===== config.mk =====
export PLATFORM = sky130hd
export DESIGN_NAME = wb_sel_pipe
export DESIGN_NICKNAME = d
export VERILOG_FILES = /design/src/rtl/wb_sel_pipe.sv
export SDC_FILE = /design/constraint.sdc
export NUM_CORES = 1
export LEC_CHECK = 0
export BUFFER_PORTS_ARGS = -buffer_cell sky130_fd_sc_hd__buf_4
export CAP_MARGIN = 10
export CELL_PAD_IN_SITES_DETAIL_PLACEMENT = 0
export CELL_PAD_IN_SITES_GLOBAL_PLACEMENT = 2
export CORE_MARGIN = 2
export CORE_UTILIZATION = 27
export DETAILED_ROUTE_END_ITERATION = 8
export HOLD_SLACK_MARGIN = 0.1
export PLACE_DENSITY_LB_ADDON = 0.1
export SLEW_MARGIN = 20
export SYNTH_ARGS = -nofsm -noshare
export SYNTH_HDL_FRONTEND = slang
export SYNTH_SLANG_ARGS = --single-unit

===== constraint.sdc =====
create_clock -name clk -period 4.1 [get_ports clk]
set_input_delay 0.82 -clock clk [delete_from_list [all_inputs] [get_ports clk]]
set_output_delay 0.82 -clock clk [all_outputs]
set_load 0.01 [all_outputs]

===== src/rtl/wb_sel_pipe.sv =====
// Write-back select stage: decodes the destination register and picks the write-back data.
// Holds both in a stall/flush register, exposes a forwarding view and counts retired instructions.
//
// Ports:
//   clk, reset (async, active-low)
//   stall, flush           hazard-unit control (flush wins)
//   in_valid, regwrite     incoming instruction qualifiers
//   wrsel, wdsel           destination / data-source selects
//   rt, rd, src_data       address fields and packed data sources
//   out_valid, a3, wd, we  registered write-back to the register file
//   fwd_a3, fwd_wd         forwarding view (fwd_a3 = 0 means no forward)
//   retired                count of valid captures

module wb_sel_pipe #(
  parameter int DW      = 32,
  parameter int AW      = 5,
  parameter int DSELW   = 2,
  parameter int NSRC    = 4,
  parameter int RA_ADDR = 31,
  parameter int CW      = 32
) (
  input  logic              clk,
  input  logic              reset,
  input  logic              stall,
  input  logic              flush,
  input  logic              in_valid,
  input  logic              regwrite,
  input  logic [1:0]        wrsel,
  input  logic [DSELW-1:0]  wdsel,
  input  logic [AW-1:0]     rt,
  input  logic [AW-1:0]     rd,
  input  logic [NSRC*DW-1:0] src_data,
  output logic              out_valid,
  output logic [AW-1:0]     a3,
  output logic [DW-1:0]     wd,
  output logic              we,
  output logic [AW-1:0]     fwd_a3,
  output logic [DW-1:0]     fwd_wd,
  output logic [CW-1:0]     retired
);

  generate
    if (NSRC < 1 || NSRC > (1 << DSELW)) begin : g_bad_nsrc
      $error("wb_sel_pipe: NSRC must be in 1..2**DSELW");
    end
  endgenerate

  logic [AW-1:0] dec_a3;
  logic [DW-1:0] dec_wd;
  logic          dec_we;
  logic          capture;

  always_comb begin
    dec_a3 = '0;
    unique case (1'b1)
      (wrsel == 2'b00): dec_a3 = rt;
      (wrsel == 2'b01): dec_a3 = rd;
      (wrsel == 2'b10): dec_a3 = AW'(RA_ADDR);
      default:          dec_a3 = '0;
    endcase
  end

  // Codes at or beyond NSRC fall through to zero.
  always_comb begin
    dec_wd = '0;
    for (int i = 0; i < NSRC; i++) begin
      if (wdsel == DSELW'(i))
        dec_wd = src_data[i*DW +: DW];
    end
  end

  // $0 is hard-wired zero, so never enable a write to it.
  assign dec_we  = in_valid & regwrite & (dec_a3 != '0);
  assign capture = ~flush & ~stall;

  always_ff @(posedge clk or negedge reset) begin
    if (!reset) begin
      out_valid <= 1'b0;
      a3        <= '0;
      wd        <= '0;
      we        <= 1'b0;
    end else if (flush) begin
      out_valid <= 1'b0;
      a3        <= '0;
      wd        <= '0;
      we        <= 1'b0;
    end else if (!stall) begin
      out_valid <= in_valid;
      a3        <= dec_a3;
      wd        <= dec_wd;
      we        <= dec_we;
    end
  end

  always_ff @(posedge clk or negedge reset) begin
    if (!reset)
      retired <= '0;
    else if (capture && in_valid)
      retired <= retired + CW'(1);
  end

  assign fwd_a3 = we ? a3 : '0;
  assign fwd_wd = wd;

endmodule


==> metrics, run 1 <==
status=complete, no violations; cell-internal power=1.474 mW; Synth Register Bits=71; crit start category=input port; Leak=3.119 nW; number of flops mapped to enable cells by yosys=0; critical path depth in cells=5; R2R Setup Slk=2.15 ns; worst path bufs/invs=1; Min Hold Slack=0.4770 ns; syn_nets=497; CTS Hold Bufs=0; CP Cell Sequence=buf_4 -> or3b_1 -> nor4_4 -> nand4_1 -> xnor2_1; Setup Skew=0.006527 ns; Crit Path Category=in -> reg; Reg-to-Reg End=retired[16]; placed cell area=5944 sq um; WP data required=4.32 ns; post_cts resized=0; delay-heaviest family, CP=simple AND/OR/NAND/NOR gates; Distinct cells, synth=28; total number of vias=3543; slowest CP cell=nor4_4; initial antenna violation count=0; Max VDD drop=0.1757 mV; Synth-to-Final Area Change=50.62%; final count of hold timing violations=0; Rows=45; top-area cell type share of the netlist area=0.4297; Layout Nets=710; Final setup viols=0; total global routing overflow=0; Crit. Startpoint=stall; Post-Synthesis Cell Area=4135 sq um; top cells by count, synth=dfrtp_1 (71), nor2_1 (47), mux2i_1 (38); cts bufs inserted=9; pin count of the biggest net entering global routing=72; root buffer cell=clkbuf_16; top area cells in the synthesized netlist=dfrtp_1 (43%), mux4_2 (17%), mux2i_1 (9.2%); Clk Latency, worst-skew pair=0.33 ns; clock-pin slew on the worst setup and hold paths=0.06 ns; Hold WC Path Type=reg -> reg; I/O pin cnt=256; Worst Setup EP=retired[31]; Final Cell Area=6228 sq um; sequential power share=0.405; Die Area=16320 sq um; DRC violations left=0; synthesis warning total=0; CTS tree=built; post-route antenna net violation count=0; Ant. Diodes=0; Syn Inst Count=348; DR pass1 iterations=6; total core area=15090 sq um; total negative slack=0 ns; RSZ-0062 raised after global routing=no; crit path DAT=2.90 ns; synthesized area per cell=11.88 sq um; initial drt markers=180; switching share of power=0.2651; clk buf depth=2; top-count cell post-synth=dfrtp_1; Setup Fix Bufs, Post-CTS=0; routed wire length=13.00 mm; Final Wtd Congestion=0.7414; Clk pwr share=0.370; Final HPWL DP=10.02 mm; Synth area leader=dfrtp_1; worst-path fanout max=41; total power=2.006 mW; CP max stage delay=0.74 ns; max_cap viols=0; share of cells above drive strength 1=0.5398; register area share after synthesis=0.4297; main flop type after synthesis=dfrtp_1; Max Slew Vio Count=0; vias in the first global route=3765; htree depth=3; crit path capture type=register; slew margin rel.=0.3764; Fmax=0.3722 GHz; async set-reset flop share out of synthesis=1.000; reg2reg path depth=5; Final Cycle Share=0.6552; Die Width=127.8 um; Net Sw Power=0.5318 mW; die height=127.8 um; Worst R2R Start=retired[0]; Cell Pwr Density=322.1 nW/um^2; crit path time final=2.686 ns; WL/cell=17.27 um; global-route wire length before repair=19.95 mm; Starting Density=0.2740; combinational share of power=0.225; Port Buffers=255; Via density=4.705; Final Core Density=0.4128; clk sink count=71; GR Util All Layers=0.1590; Worst-Margin Slew=0.9355 ns
## layer usage
layer  global-route usage  share of wire  routed length, um  vias up
li1                     -              -                  -     1637
met1               0.1791           0.38               4938     1740
met2               0.2910           0.54               6987      149
met3              0.04299          0.066                855       17
met4              0.05171          0.017                220        0
met5                    0              0                  0        -
## state kept, by name (all words and copies together), names as in the netlist
register,flops
fwd_wd,32
we,1
out_valid,1
a3,5
retired,32
## power groups by stage
| stage | sequential (mW) | combinational, mW | clock, mW |
|---|---|---|---|
| after floorplan | 0.830 | 0.204 | 0 |
| after global placement | 0.823 | 0.455 | 0 |
| after detailed placement | 0.824 | 0.458 | 0 |
| after CTS | 0.813 | 0.459 | 0.769 |
| after global routing | 0.820 | 0.488 | 0.806 |
| final | 0.812 | 0.451 | 0.743 |
## worst reg2reg max path: cells and delay by family (launching register included)
family | cells | cell delay [ns]
and+or+nand+nor | 3 | 1.04
adders and majority gates | 1 | 0.21
DFF | 1 | 0.43
xor gates and xnor gates | 1 | 0.16
## cells in the final DEF, fill, tap and decap left out, drive strengths merged
master	netlist	layout
o22ai	1	1
nor3	4	4
nor2b	1	1
clkinv	0	2
and3	4	4
o2bb2ai	5	5
dfrtp	71	71
ha	1	1
nor2	47	47
or3b	1	1
nand2	14	14
clkbuf	13	12
nor4	5	5
xor2	5	5
buf	41	256
a21oi	1	1
mux2i	38	38
and2	8	8
nand4	13	13
inv	1	1
clkinvlp	0	1
nor3b	1	1
xnor2	26	26
nand3	14	14
mux4	32	32
o21bai	1	1
## worst min-delay path by stage
| stage | start | to | slack [ns] | cells after the start |
|---|---|---|---|---|
| floorplan | retired[31] | retired[31] | 0.51 | 1 |
| global placement | retired[31] | retired[31] | 0.47 | 1 |
| detailed placement | retired[31] | retired[31] | 0.47 | 1 |
| CTS | retired[31] | retired[31] | 0.48 | 1 |
| global route | retired[31] | retired[31] | 0.49 | 1 |
| finish | retired[31] | retired[31] | 0.48 | 1 |
## cell families after synthesis
group | count (synthesis) | share of synthesized area
and+or+nand+nor | 112 | 0.1353
DFF | 71 | 0.4297
muxes | 70 | 0.2663
buffers and inverters | 55 | 0.08502
xor gates and xnor gates | 31 | 0.06566
AOI/OAI and AO/OA | 8 | 0.01513
adders and majority gates | 1 | 0.003025
## metrics by stage
stage	std cells	setup slack, ns
final	753	1.414
after global routing	753	1.300
after CTS	753	1.389
after detailed placement	738	1.028
after global placement	738	1.058
after floorplan	348	1.818
## layout make-up
class	count	area (sq um)
clock buffer	12	266.5
clock inverter	3	17.52
fill	1530	8861
inverter	1	3.754
multi-input combinational	222	2007
sequential	71	1777
tap	188	235.2
timing repair buffer	256	1922
Power figures use the tool's default switching activity.
==> run 2, diff against run 1 <==
- CORE_UTILIZATION: 27 -> 25
- clock period: 4.1 -> 2.64 ns (I/O delays scaled with it)
==> run 2 against run 1 <==
Utilization fell by 1.9 points. Combinational power grew 54%. Wire length down 1.2%. Sequential power rose by 55%. Highest routed layer unchanged.
==> metrics, run 2 (synthesis results as in run 1) <==
cts bufs inserted=9; max_cap viols=0; delay-heaviest family, CP=simple AND/OR/NAND/NOR gates; clk buf depth=2; Hold WC Path Type=in -> async; Fillers=1677; worst setup margin=0.8399 ns; Cell Pwr Density=556.2 nW/um^2; Final Cycle Share=0.6819; most frequent cells in the layout=buf_4 (260), dfrtp_1 (71), nor2_1 (47); Min Hold Slack=0.3354 ns; CTS tree=built; status=complete, no violations; CP max stage delay=0.55 ns; critical path's most frequent cell=buf_4; Leak=3.199 nW; Final HPWL DP=9.852 mm; Final Wtd Congestion=0.6933; Crit Path Category=in -> reg; cell-internal power=2.709 mW; Synth-to-Final Area Change=55.49%; slew margin rel.=0.3809; Via density=4.495; routed wire length=12.85 mm; Setup Fix Bufs, Post-CTS=0; Worst-Margin Slew=0.9287 ns; Layout Nets=715; worst-path fanout max=12; FF/Latch Area=1777 sq um; Max Slew Vio Count=0; clock-pin slew on the worst setup and hold paths=0.06 ns; crit path time final=1.800 ns; Final setup viols=0; placed cell area=6035 sq um; GR Util All Layers=0.1466; DP Worst Slack=0.4671 ns; Clk pwr share=0.452; area of the multi-input gates=2007 sq um; switching share of power=0.2427; worst path bufs/invs=2; RSZ-0062 raised after global routing=no; global-route wire length before repair=19.81 mm; initial drt markers=124; CP Cell Sequence=buf_4 -> or3b_1 -> nor4_4 -> buf_4 -> nand3_1 -> xnor2_1; pin count of the biggest net entering global routing=72; DR pass1 iterations=4; crit path capture type=register; WL/cell=16.22 um; Die Width=132.6 um; final count of hold timing violations=0; initial antenna violation count=1; Max VDD drop=0.3058 mV; slowest CP cell=or3b_1; crit start category=input port; Fmax=0.5555 GHz; total global routing overflow=0; CTS Hold Bufs=0; Rows=47; share of cells above drive strength 1=0.5447; die height=132.6 um; Starting Density=0.2529; sequential power share=0.353; Port Buffers=255; commonest non-fill, non-tap cell in the layout=buf_4; I/O pin cnt=256; Final Core Density=0.3933; post_cts resized=0; htree depth=3; total core area=16350 sq um; vias in the first global route=3718; post-route antenna net violation count=0; DRC violations left=0; Final Cell Area=6430 sq um; crit path DAT=2.02 ns; Net Sw Power=0.8679 mW; Die Area=17590 sq um; WP data required=2.86 ns; combinational share of power=0.194; clk sink count=71; total number of vias=3560; Clk Latency, worst-skew pair=0.34 ns; Setup Skew=0.006469 ns; root buffer cell=clkbuf_16; total negative slack=0 ns
[run 2: changes by cell type in the layout (fill, tap and decap cells not counted), moves of 2 or more]
cell and change:
buf_4 +4, bufinv_16 +5, clkbuf_8 -3, clkinv_2 -2
[run 2: metrics by stage]
step	cells	total power [mW]
finish	792	3.576
global route	791	3.731
CTS	791	3.634
detailed placement	775	1.994
global placement	775	1.989
floorplan	348	1.606
[run 2: power groups by stage]
| stage | logic [mW] | clock network (mW) | registers [mW] |
|---|---|---|---|
| 3_5_place_dp | 0.712 | 0 | 1.28 |
| 4_1_cts | 0.711 | 1.66 | 1.26 |
| 2_1_floorplan | 0.317 | 0 | 1.29 |
| 3_3_place_gp | 0.704 | 0 | 1.28 |
| 6_report | 0.696 | 1.62 | 1.26 |
| 5_1_grt | 0.757 | 1.70 | 1.27 |
[run 2: area by class of cell]
| cell class | instances | share of cell area |
|---|---|---|
| repair buffers | 261 | 0.3067 |
| clock inverters | 7 | 0.02608 |
| flip-flops and latches | 71 | 0.2763 |
| diodes | 1 | 0.0003892 |
| clock buffers | 9 | 0.03503 |
| multi-input cells | 222 | 0.3121 |
| well taps | 220 | 0.04281 |
| inverters | 1 | 0.0005838 |
[run 2: metal layers]
metal	part of all wire	GRT usage
met2	0.53	0.2617
met4	0.017	0.05615
met5	0	0
met1	0.38	0.1650
met3	0.072	0.04253
[run 2: worst paths after layout]
path                            cells after the start         from     endpoint  slack [ns]
worst min register to register                      1  retired[31]  retired[31]        0.48
worst max register to register                      6   retired[0]  retired[16]        0.95
max in group asynchronous                           1        reset   fwd_wd[22]        1.71
worst min-delay path                                1        reset   retired[5]        0.34
worst max-delay path                                6        flush  retired[15]        0.84
min in group clk                                    3     regwrite           we        0.45
==> run 3, diff against run 2 <==
- CORE_UTILIZATION: 25 -> 23
- clock period: 2.64 -> 1.47 ns (I/O delays scaled with it)
==> run 3 against run 2 <==
Clock-buffer cell count did not move. Sequential share of layout area fell by 1.7 points. Critical path depth rose by 1. Sequential cell count did not move. Worst setup slack got worse by 0.83 ns. Cell area rose by 6.6%. Global-route usage fell by 0.56 points. First-iteration DRC count fell by 31%. Utilization fell by 0.79 points. Sequential power rose by 76%. Wire length rose by 3.5%. Non-clock buffer count rose by 44. Critical endpoint is now retired[14]. Largest power group unchanged.
==> metrics, run 3 (synthesis results as in run 1) <==
Crit Path Category=reg -> reg; Layout Nets=759; FF/Latch Area=1777 sq um; crit path time final=1.464 ns; root buffer cell=clkbuf_16; max_cap viols=0; slowest CP cell=dfrtp_1; Final Cycle Share=0.9960; Fmax=0.6830 GHz; WL/cell=15.75 um; Final setup viols=0; CP max stage delay=0.38 ns; WP data required=1.69 ns; share of cells above drive strength 1=0.5984; post-route antenna net violation count=0; commonest non-fill, non-tap cell in the layout=buf_4; area of the multi-input gates=2078 sq um; CTS tree=built; worst setup margin=0.005827 ns; htree depth=3; Via density=4.397; Final Cell Area=6853 sq um; total number of vias=3711; DRC violations left=0; DP Worst Slack=-0.2668 ns; Final HPWL DP=10.69 mm; placed cell area=6422 sq um; total core area=17780 sq um; pin count of the biggest net entering global routing=41; Die Width=138.1 um; Fillers=1821; crit path DAT=1.69 ns; Hold WC Path Type=in -> reg; Max VDD drop=0.4819 mV; most frequent cells in the layout=buf_4 (295), dfrtp_1 (71), nor2_1 (47); clk sink count=71; DR pass1 iterations=4; Starting Density=0.2326; worst-path fanout max=5; Max Slew Vio Count=0; Leak=3.421 nW; Worst-Margin Slew=0.5760 ns; cts bufs inserted=9; final count of hold timing violations=0; Clk Latency, worst-skew pair=0.34 ns; Synth-to-Final Area Change=65.72%; I/O pin cnt=256; initial drt markers=85; GR Util All Layers=0.1410; slew margin rel.=0.6160; Die Area=19070 sq um; total negative slack=0 ns; die height=138.1 um; Setup Skew=0.01014 ns; crit start category=register; Rows=49; status=complete, no violations; RSZ-0062 raised after global routing=yes; clock-pin slew on the worst setup and hold paths=0.06 ns; routed wire length=13.30 mm; Port Buffers=255; crit path capture type=register; vias in the first global route=3960; clk buf depth=2; total global routing overflow=0; CP Cell Sequence=ha_2 -> nand3_4 -> nor4_4 -> buf_4 -> clkbuf_16 -> nand3_2 -> xnor2_2; total power=6.015 mW; Cell Pwr Density=877.7 nW/um^2; global-route wire length before repair=21.13 mm; Final Wtd Congestion=0.7122; initial antenna violation count=0; Ant. Diodes=0
==> run 3: cell count changes in the layout (fill, tap and decap cells not counted), sizes merged <==
cell,delta
buf,+42
bufinv,-4
clkbuf,+1
diode,-1
dlygate4sd3,+1
inv,+1
clkinv,+3
==> run 3: final timing paths <==
check | slack, ns | end | start | depth (start not counted)
setup / recovery | 0.006 | retired[14] | retired[0] | 7
hold / removal | 0.22 | we | regwrite | 3
setup reg to reg | 0.006 | retired[14] | retired[0] | 7
hold reg to reg | 0.49 | retired[29] | retired[29] | 1
max in group asynchronous | 0.74 | retired[0] | reset | 3
min in group asynchronous | 0.32 | a3[0] | reset | 2
==> run 3: final cells by class <==
class                   instances  area share
clock buffers                   9     0.03286
clock inverters                 7     0.01187
inverters                       1   0.0005477
multi-input cells             222      0.3033
flip-flops and latches         71      0.2593
well taps                     229     0.04181
repair buffers                305      0.3504
==> run 3: repair_timing <==
| item | CTS | global route |
|---|---|---|
| endpoints found under the setup margin | 22 | 24 |
| buffers inserted | 3 | 3 |
| pin swaps | 3 | 3 |
| resized for setup | 5 | 5 |
| hold buffers | 1 | 0 |
| cloned | 1 | 0 |
| hold endpoints to repair | 71 | 0 |
==> run 3: power breakdown <==
part	switching (mW)	internal, mW	leakage [nW]	total [mW]
clock network	0.908	1.34	0.152	2.24
logic	0.606	0.939	2.31	1.55
registers	0.133	2.09	0.957	2.22
==> run 3: metal layers <==
| metal | wire length [um] | share of wire | global-route usage |
|---|---|---|---|
| met1 | 5255 | 0.40 | 0.1632 |
| met2 | 6859 | 0.52 | 0.2465 |
| met5 | 0 | 0 | 0 |
| met3 | 1010 | 0.076 | 0.04399 |
| met4 | 170 | 0.013 | 0.04995 |
==> run 3: critical path, delay by kind of cell (launching register included) <==
| family | cells | cell delay [ns] |
|---|---|---|
| flops | 1 | 0.38 |
| simple gates | 3 | 0.31 |
| buf+inv | 2 | 0.30 |
| fa+ha+maj | 1 | 0.22 |
| xor+xnor | 1 | 0.14 |
==> run 3: through the flow <==
step,utilization,hold WS (ns),instances
floorplan,-,-0.001591,348
global placement,0.3612,0.1237,820
detailed placement,0.3612,0.1256,820
CTS,0.3833,0.2077,841
global route,0.3854,0.2212,844
finish,0.3854,0.2203,844
